File: config.mk
export PLATFORM = sky130hd
export DESIGN_NAME = router_out_fifo
export DESIGN_NICKNAME = d
export VERILOG_FILES = /design/src/rtl/router_out_fifo.sv
export SDC_FILE = /design/constraint.sdc
export NUM_CORES = 1
export LEC_CHECK = 0
export ABC_AREA = 1
export BUFFER_PORTS_ARGS = -buffer_cell sky130_fd_sc_hd__clkbuf_2
export CORE_AREA = 4 4 138 140
export CTS_CLUSTER_DIAMETER = 40
export DETAILED_ROUTE_END_ITERATION = 8
export DIE_AREA = 0 0 142 144
export PLACE_DENSITY_LB_ADDON = 0.25
export SYNTH_ARGS = -nofsm -noshare
export SYNTH_HDL_FRONTEND = slang
export SYNTH_SLANG_ARGS = --single-unit
File: constraint.sdc
create_clock -name clock -period 5.5 [get_ports clock]
set_input_delay 1.65 -clock clock [delete_from_list [all_inputs] [get_ports clock]]
set_output_delay 1.65 -clock clock [all_outputs]
set_load 0.03 [all_outputs]
File: src/rtl/router_out_fifo.sv
// Per-port output buffer of the 1x3 router: DEPTH x 9-bit FIFO with header tracking.
// Latency: write visible on valid_out right after the accepting edge; data_out registered, updated at the read edge.
// Backpressure: writes are dropped while full; reads are ignored while empty; soft_reset flushes everything.
module router_out_fifo #(
  parameter int DEPTH = 16,
  parameter int WIDTH = 8
) (
  input  logic             clock,
  input  logic             resetn,
  input  logic             soft_reset,
  input  logic             write_enb,
  input  logic             lfd_state,
  input  logic [WIDTH-1:0] data_in,
  input  logic             read_enb,
  output logic [WIDTH-1:0] data_out,
  output logic             valid_out,
  output logic             full,
  output logic             pkt_active
);

  localparam int PTR_W = $clog2(DEPTH);
  localparam int CNT_W = PTR_W + 1;
  localparam int PKT_W = 7;
  localparam logic [CNT_W-1:0] FULL_CNT = CNT_W'(DEPTH);

  // Storage: bit WIDTH is the header marker, low bits are the byte.
  logic [WIDTH:0]       mem_q [DEPTH];

  logic [PTR_W-1:0]     wr_ptr_q, wr_ptr_d;
  logic [PTR_W-1:0]     rd_ptr_q, rd_ptr_d;
  logic [CNT_W-1:0]     cnt_q, cnt_d;
  logic [PKT_W-1:0]     pkt_cnt_q, pkt_cnt_d;
  logic [WIDTH-1:0]     data_out_q, data_out_d;
  // Set for one cycle after the final byte of a packet leaves; triggers data_out clear.
  logic                 last_q, last_d;

  logic                 wr_acc;
  logic                 rd_acc;
  logic [WIDTH:0]       rd_word;

  assign full       = (cnt_q == FULL_CNT);
  assign valid_out  = (cnt_q != '0);
  assign pkt_active = (pkt_cnt_q != '0);
  assign data_out   = data_out_q;
  assign rd_word    = mem_q[rd_ptr_q];

  // Accept decisions; a soft reset cycle discards both requests.
  always_comb begin
    wr_acc = write_enb && !full && !soft_reset;
    rd_acc = read_enb && valid_out && !soft_reset;
  end

  // Next-state for pointers, occupancy, packet counter and read data.
  always_comb begin
    wr_ptr_d   = wr_ptr_q;
    rd_ptr_d   = rd_ptr_q;
    cnt_d      = cnt_q;
    pkt_cnt_d  = pkt_cnt_q;
    data_out_d = data_out_q;
    last_d     = 1'b0;

    if (soft_reset) begin
      wr_ptr_d   = '0;
      rd_ptr_d   = '0;
      cnt_d      = '0;
      pkt_cnt_d  = '0;
      data_out_d = '0;
    end else begin
      if (wr_acc) begin
        wr_ptr_d = wr_ptr_q + PTR_W'(1);
      end

      if (rd_acc) begin
        rd_ptr_d   = rd_ptr_q + PTR_W'(1);
        data_out_d = rd_word[WIDTH-1:0];
        if (rd_word[WIDTH]) begin
          // Header carries payload length in [7:2]; +1 accounts for the parity byte.
          pkt_cnt_d = PKT_W'(rd_word[WIDTH-1:2]) + PKT_W'(1);
        end else if (pkt_cnt_q != '0) begin
          pkt_cnt_d = pkt_cnt_q - PKT_W'(1);
          last_d    = (pkt_cnt_q == PKT_W'(1));
        end
      end else if (last_q) begin
        data_out_d = '0;
      end

      case ({wr_acc, rd_acc})
        2'b10:   cnt_d = cnt_q + CNT_W'(1);
        2'b01:   cnt_d = cnt_q - CNT_W'(1);
        default: cnt_d = cnt_q;
      endcase
    end
  end

  // Control state registers with asynchronous active-low reset.
  always_ff @(posedge clock or negedge resetn) begin
    if (!resetn) begin
      wr_ptr_q   <= '0;
      rd_ptr_q   <= '0;
      cnt_q      <= '0;
      pkt_cnt_q  <= '0;
      data_out_q <= '0;
      last_q     <= 1'b0;
    end else begin
      wr_ptr_q   <= wr_ptr_d;
      rd_ptr_q   <= rd_ptr_d;
      cnt_q      <= cnt_d;
      pkt_cnt_q  <= pkt_cnt_d;
      data_out_q <= data_out_d;
      last_q     <= last_d;
    end
  end

  // Memory array write; contents are intentionally not reset.
  always_ff @(posedge clock) begin
    if (wr_acc) begin
      mem_q[wr_ptr_q] <= {lfd_state, data_in};
    end
  end

endmodule

# Word level (Yosys, flattened, before mapping)
# Memory sizes are Yosys's and may differ from the RTL's.
# Cells that the tools add are included.
# totals
reg_bits	29
ram_bits	144
in_bits	14
output_inout_bits	11
wordCells	50
memories	1
# mem_list
memory	words	width	read_ports	rd_clocked_by_memory_dff	wr	line_no	rtl
mem_q	16	9	1	0	1	27	logic [WIDTH:0] mem_q [DEPTH];
# op_classes
add_sub_neg	6
eq_ne	4
n_mux	19
n_reduce_logical	14
# op_table
cell	count
two-way mux 7 bit	4
two-way mux 8 bit	3
two-way mux 4 bit	4
case mux 5 bit (2 select lines)	1
nonzero test 3 bit	3
adder 4 x 1 -> 4 bit, second input constant	2
adder 6 x 1 -> 7 bit, second input constant	1
equality test 7 x 1 -> 1 bit, second input constant	1
nonzero test 7 bit	1
subtractor 7 x 1 -> 7 bit, second input constant	1
two-way mux 1 bit	6
adder 5 x 1 -> 5 bit, second input constant	1
equality test 5 bit, second input constant	1
two-way mux 5 bit	1
nonzero test 5 bit	1
subtractor 5 x 1 -> 5 bit, second input constant	1
logical AND 1 bit	4
nonzero test 2 bit	2
equality test 2 x 1 -> 1 bit, second input constant	1
equality test 2 bit, second input constant	1
zero test 1 bit	2
AND reduction 2 bit	1

# Longest topological paths before layout
# logic_depth
depth_word	7
ltp_mapped	16
mapped_depth_nobuf	15

# Least setup slack after synthesis
# No wires, ideal clock.
# synth_path
kind	input-to-reg
from	input port soft_reset
to	memory mem_q[0][0] in the netlist's numbering (enable)
setup_ns	0.374
arrival_time_ns	2.651
required_ns	5.126
path_slack_ns	2.475
cell_stages	4
n_path_buf	1
cell_sequence	inv_1 -> clkbuf_1 -> nand3_1 -> nor2_1
# synth_via
elab_chain_cells	4
# synth_lines
item	line_no	rtl
from (decl)	10	input logic soft_reset,
zero test 1 bit	49	wr_acc = write_enb && !full && !soft_reset;
logical AND 1 bit	49	
two-way mux 1 bit	116	if (wr_acc) begin
two-way mux 1 bit (implied by the code)	117	mem_q[wr_ptr_q] <= {lfd_state, data_in};
to (decl)	27	
# No other way between the ends.

# Worst setup path in the final report
# layout_path
from	register pkt_cnt_q[0]
to	output port pkt_active
# layout_via
elab_chain_cells	1
# layout_lines
item	line_no	rtl
from (decl)	32	logic [PKT_W-1:0] pkt_cnt_q, pkt_cnt_d;
from (signal assigned)	108	pkt_cnt_q <= pkt_cnt_d;
nonzero test 7 bit	43	assign pkt_active = (pkt_cnt_q != '0);
to (decl)	18	output logic pkt_active
# No other way between the ends.

==> out/results.tsv <==
stage	metric	value	unit
synth	Post-Synthesis Cell Area	7860	um2
critical_path	Critical R2R Launch	rd_ptr_q[0]$_DFFE_PN0P_	
hold_path	Hold Startpoint	pkt_cnt_q[5]$_DFFE_PN0P_	
sta	period utilization	61.4	%
sta	# setup viols final	0	
die	die outline width	142	um
die	die height	144	um
power_and_ir_drop	Leakage	0.00347	uW
layout	Core Util, Final	48.2	%
synth	Avg Synthesized Cell Area	10.2	um2
clocking	cts bufs inserted	17	
synth	cell taking the most area after synthesis	edfxtp_1	
clocking	CTS root buf	clkbuf_16	
layout	nets	811	
sta	worst rel slew slack	43.6	%
place	routability cong.	0.813	
clocking	post-CTS setup buffers	0	
synth	main area contributors after synthesis	edfxtp_1 (55%), nand2_1 (12%), dfrtp_1 (9.2%), nand3_1 (4.6%), nor2_1 (3.9%)	
critical_path	crit path from	pkt_cnt_q[0]$_DFFE_PN0P_	
global_routing	first-pass GRT wire length	28800	um
place	Post-DP HPWL	12400	um
global_routing	number of global-route vias before repair	5097	
sta	RSZ-0062 raised after global routing	no	
critical_path	CP Data Required Time	3.85	ns
die	Initial Util	44.1	%
sta	setup_tns	0	ns
detailed_routing	Detailed Route WL	18700	um
clocking	Clock Latency Late Sink	0.44	ns
synth	#FFs+latches synth	173	
detailed_routing	Vias	5313	
die	Core ar.	17800	um2
synth	Async SR Flop Fraction	16.8	%
sta	fin. max-slew vios	0	
layout	Filler cells	1655	
critical_path	Crit Path Class	flip-flop to primary output	
critical_path	Critical Path Fanout Max	4	
layout	ant diodes	0	
detailed_routing	vias per cell	5.16	
place	placed insts	997	
synth	part of the Yosys area used for sequential elements	64.2	%
synth	syn nets	795	
clocking	CTS sink cnt	173	
synth	Post-synth EDFFs	144	
detailed_routing	routed len/inst	18.2	um
detailed_routing	antenna-violating nets left	0	
clocking	maximum root-to-sink buffer count	2	
clocking	CTS clk-pin slew, worst paths	0.07	ns
critical_path	worst path arrival time	1.73	ns
power_and_ir_drop	Worst IR Drop VDD	286	uV
clocking	post-CTS sizing	0	
die	# IOs	25	
synth	most frequent cells after synthesis	nand2_1 (241), edfxtp_1 (144), nor2_1 (81), nand3_1 (73), inv_1 (61)	
clocking	H-tree level count	4	
sta	Final Hold Fails	0	
layout	Finished Layout Cells	1029	
place	IO buf count	24	
global_routing	Congestion Overflow GR	0	
sta	worst-margin pin slew	0.843	ns
clocking	TritonCTS clock tree	built	
synth	Yosys top cell area share	55.0	%
synth	cells after synthesis	771	
global_routing	initial antenna violation count	0	
critical_path	Critical Path Source Type	flip-flop	
critical_path	critical path capture point type	primary output	
synth	Most used DFF post-synth	edfxtp_1	
detailed_routing	Residual DRC	0	
clocking	CTS Hold Buffers Added	0	
power_and_ir_drop	power per cell area	462	nW/um2
synth	count leader, synth	nand2_1	
die	row cnt	49	
critical_path	register-to-register setup slack	2.56	ns
sta	post-route clock skew	0.0116	ns
hold_path	Hold Crit Class	flip-flop to flip-flop	
synth	Yosys warnings	0	
detailed_routing	DR pass1 iterations	5	
global_routing	largest net degree at the start of global routing	63	
die	Die ar.	20400	um2
flow_run	max-cap violations	0	
layout	share of layout cells above drive strength 1	10.4	%
layout	Syn-to-layout area delta	9.39	%
detailed_routing	Iter 0 DRT Violations	512	
sta	minimum clock period	3.38	ns
synth	Distinct cells, synth	42	
sta	Max Freq	296	MHz
status	outcome	completed	
global_routing	global-route usage over all layers	19.1	%
-- layout make-up --
| type | count | area, um2 | area share [%] |
|---|---|---|---|
| repair buffers | 27 | 143 | 1.66 |
| flip-flops and latches | 173 | 5050 | 58.7 |
| multi-input cells | 500 | 2300 | 26.7 |
| clock buffers | 18 | 429 | 4.99 |
| inverters | 68 | 265 | 3.08 |
| clock inverters | 14 | 128 | 1.48 |
| well taps | 229 | 287 | 3.33 |
-- stage by stage --
stage	worst slack [ns]	hold slack (ns)	total power (uW)	cell area (um2)
3_3_place_gp	1.97	0.507	2840	8050
6_report	2.12	0.522	3970	8600
2_1_floorplan	2.47	0.472	2560	7860
3_5_place_dp	1.93	0.507	2840	8050
4_1_cts	2.12	0.525	3990	8600
5_1_grt	1.97	0.555	4200	8600
-- cells by family after synthesis --
group	synth area share, %
adder cells (fa/ha/maj)	1.59
buffers and inverters	6.54
AND/OR/NAND/NOR	22.3
flip-flops	64.2
AO/OA/AOI/OAI	4.77
XOR/XNOR	0.557
-- routing by layer --
| metal | share of wire [%] | track usage, % |
|---|---|---|
| met1 | 45 | 26.6 |
| met2 | 47 | 29.5 |
| met3 | 5.9 | 4.33 |
| met4 | 2.5 | 6.72 |
| met5 | 0 | 0 |
-- worst max-delay path, cell delays in order, from the launching register on --
cell      delay [ns]
dfrtp_1         0.41
inv_1           0.09
ha_1            0.21
nand3_1         0.12
nor2_1          0.16
inv_1           0.10
clkbuf_2        0.20
-- path summary, 6_finish.rpt --
path	to	cells after the start
setup / recovery	pkt_active	6
hold / removal	pkt_cnt_q[5]$_DFFE_PN0P_	2
setup reg to reg	pkt_cnt_q[2]$_DFFE_PN0P_	12
hold reg to reg	pkt_cnt_q[5]$_DFFE_PN0P_	2
max in group asynchronous	rd_ptr_q[0]$_DFFE_PN0P_	1
min in group asynchronous	data_out[6]$_DFFE_PN0P_	1
-- cell usage in the layout (no fill, tap or decap), drive strengths merged --
master,instances
a21boi,2
a21oi,18
a22o,2
a22oi,2
buf,3
clkbuf,42
clkinv,5
clkinvlp,1
dfrtp,29
edfxtp,144
ha,10
inv,76
nand2,248
nand3,76
nand4,2
nor2,86
nor3,3
nor4,1
o211ai,4
o21a,1
o21ai,34
o22ai,3
or2,3
xnor2,2
xor2,3
-- flip-flops by register name, indices dropped and copies added (netlist names) --
signal	flops
wr_ptr_q	4
pkt_cnt_q	7
mem_q	144
last_q	1
rd_ptr_q	4
cnt_q	5
data_out	8
-- report_power, final --
| group | switching, uW | leakage, uW | internal, uW | total (uW) |
|---|---|---|---|---|
| Clock | 554 | 0.000274 | 599 | 1150 |
| Combinational | 858 | 0.00150 | 347 | 1200 |
| Sequential | 112 | 0.00169 | 1500 | 1610 |
| Total | 1520 | 0.00347 | 2450 | 3970 |
No activity file was read; power rests on OpenSTA's default activity.
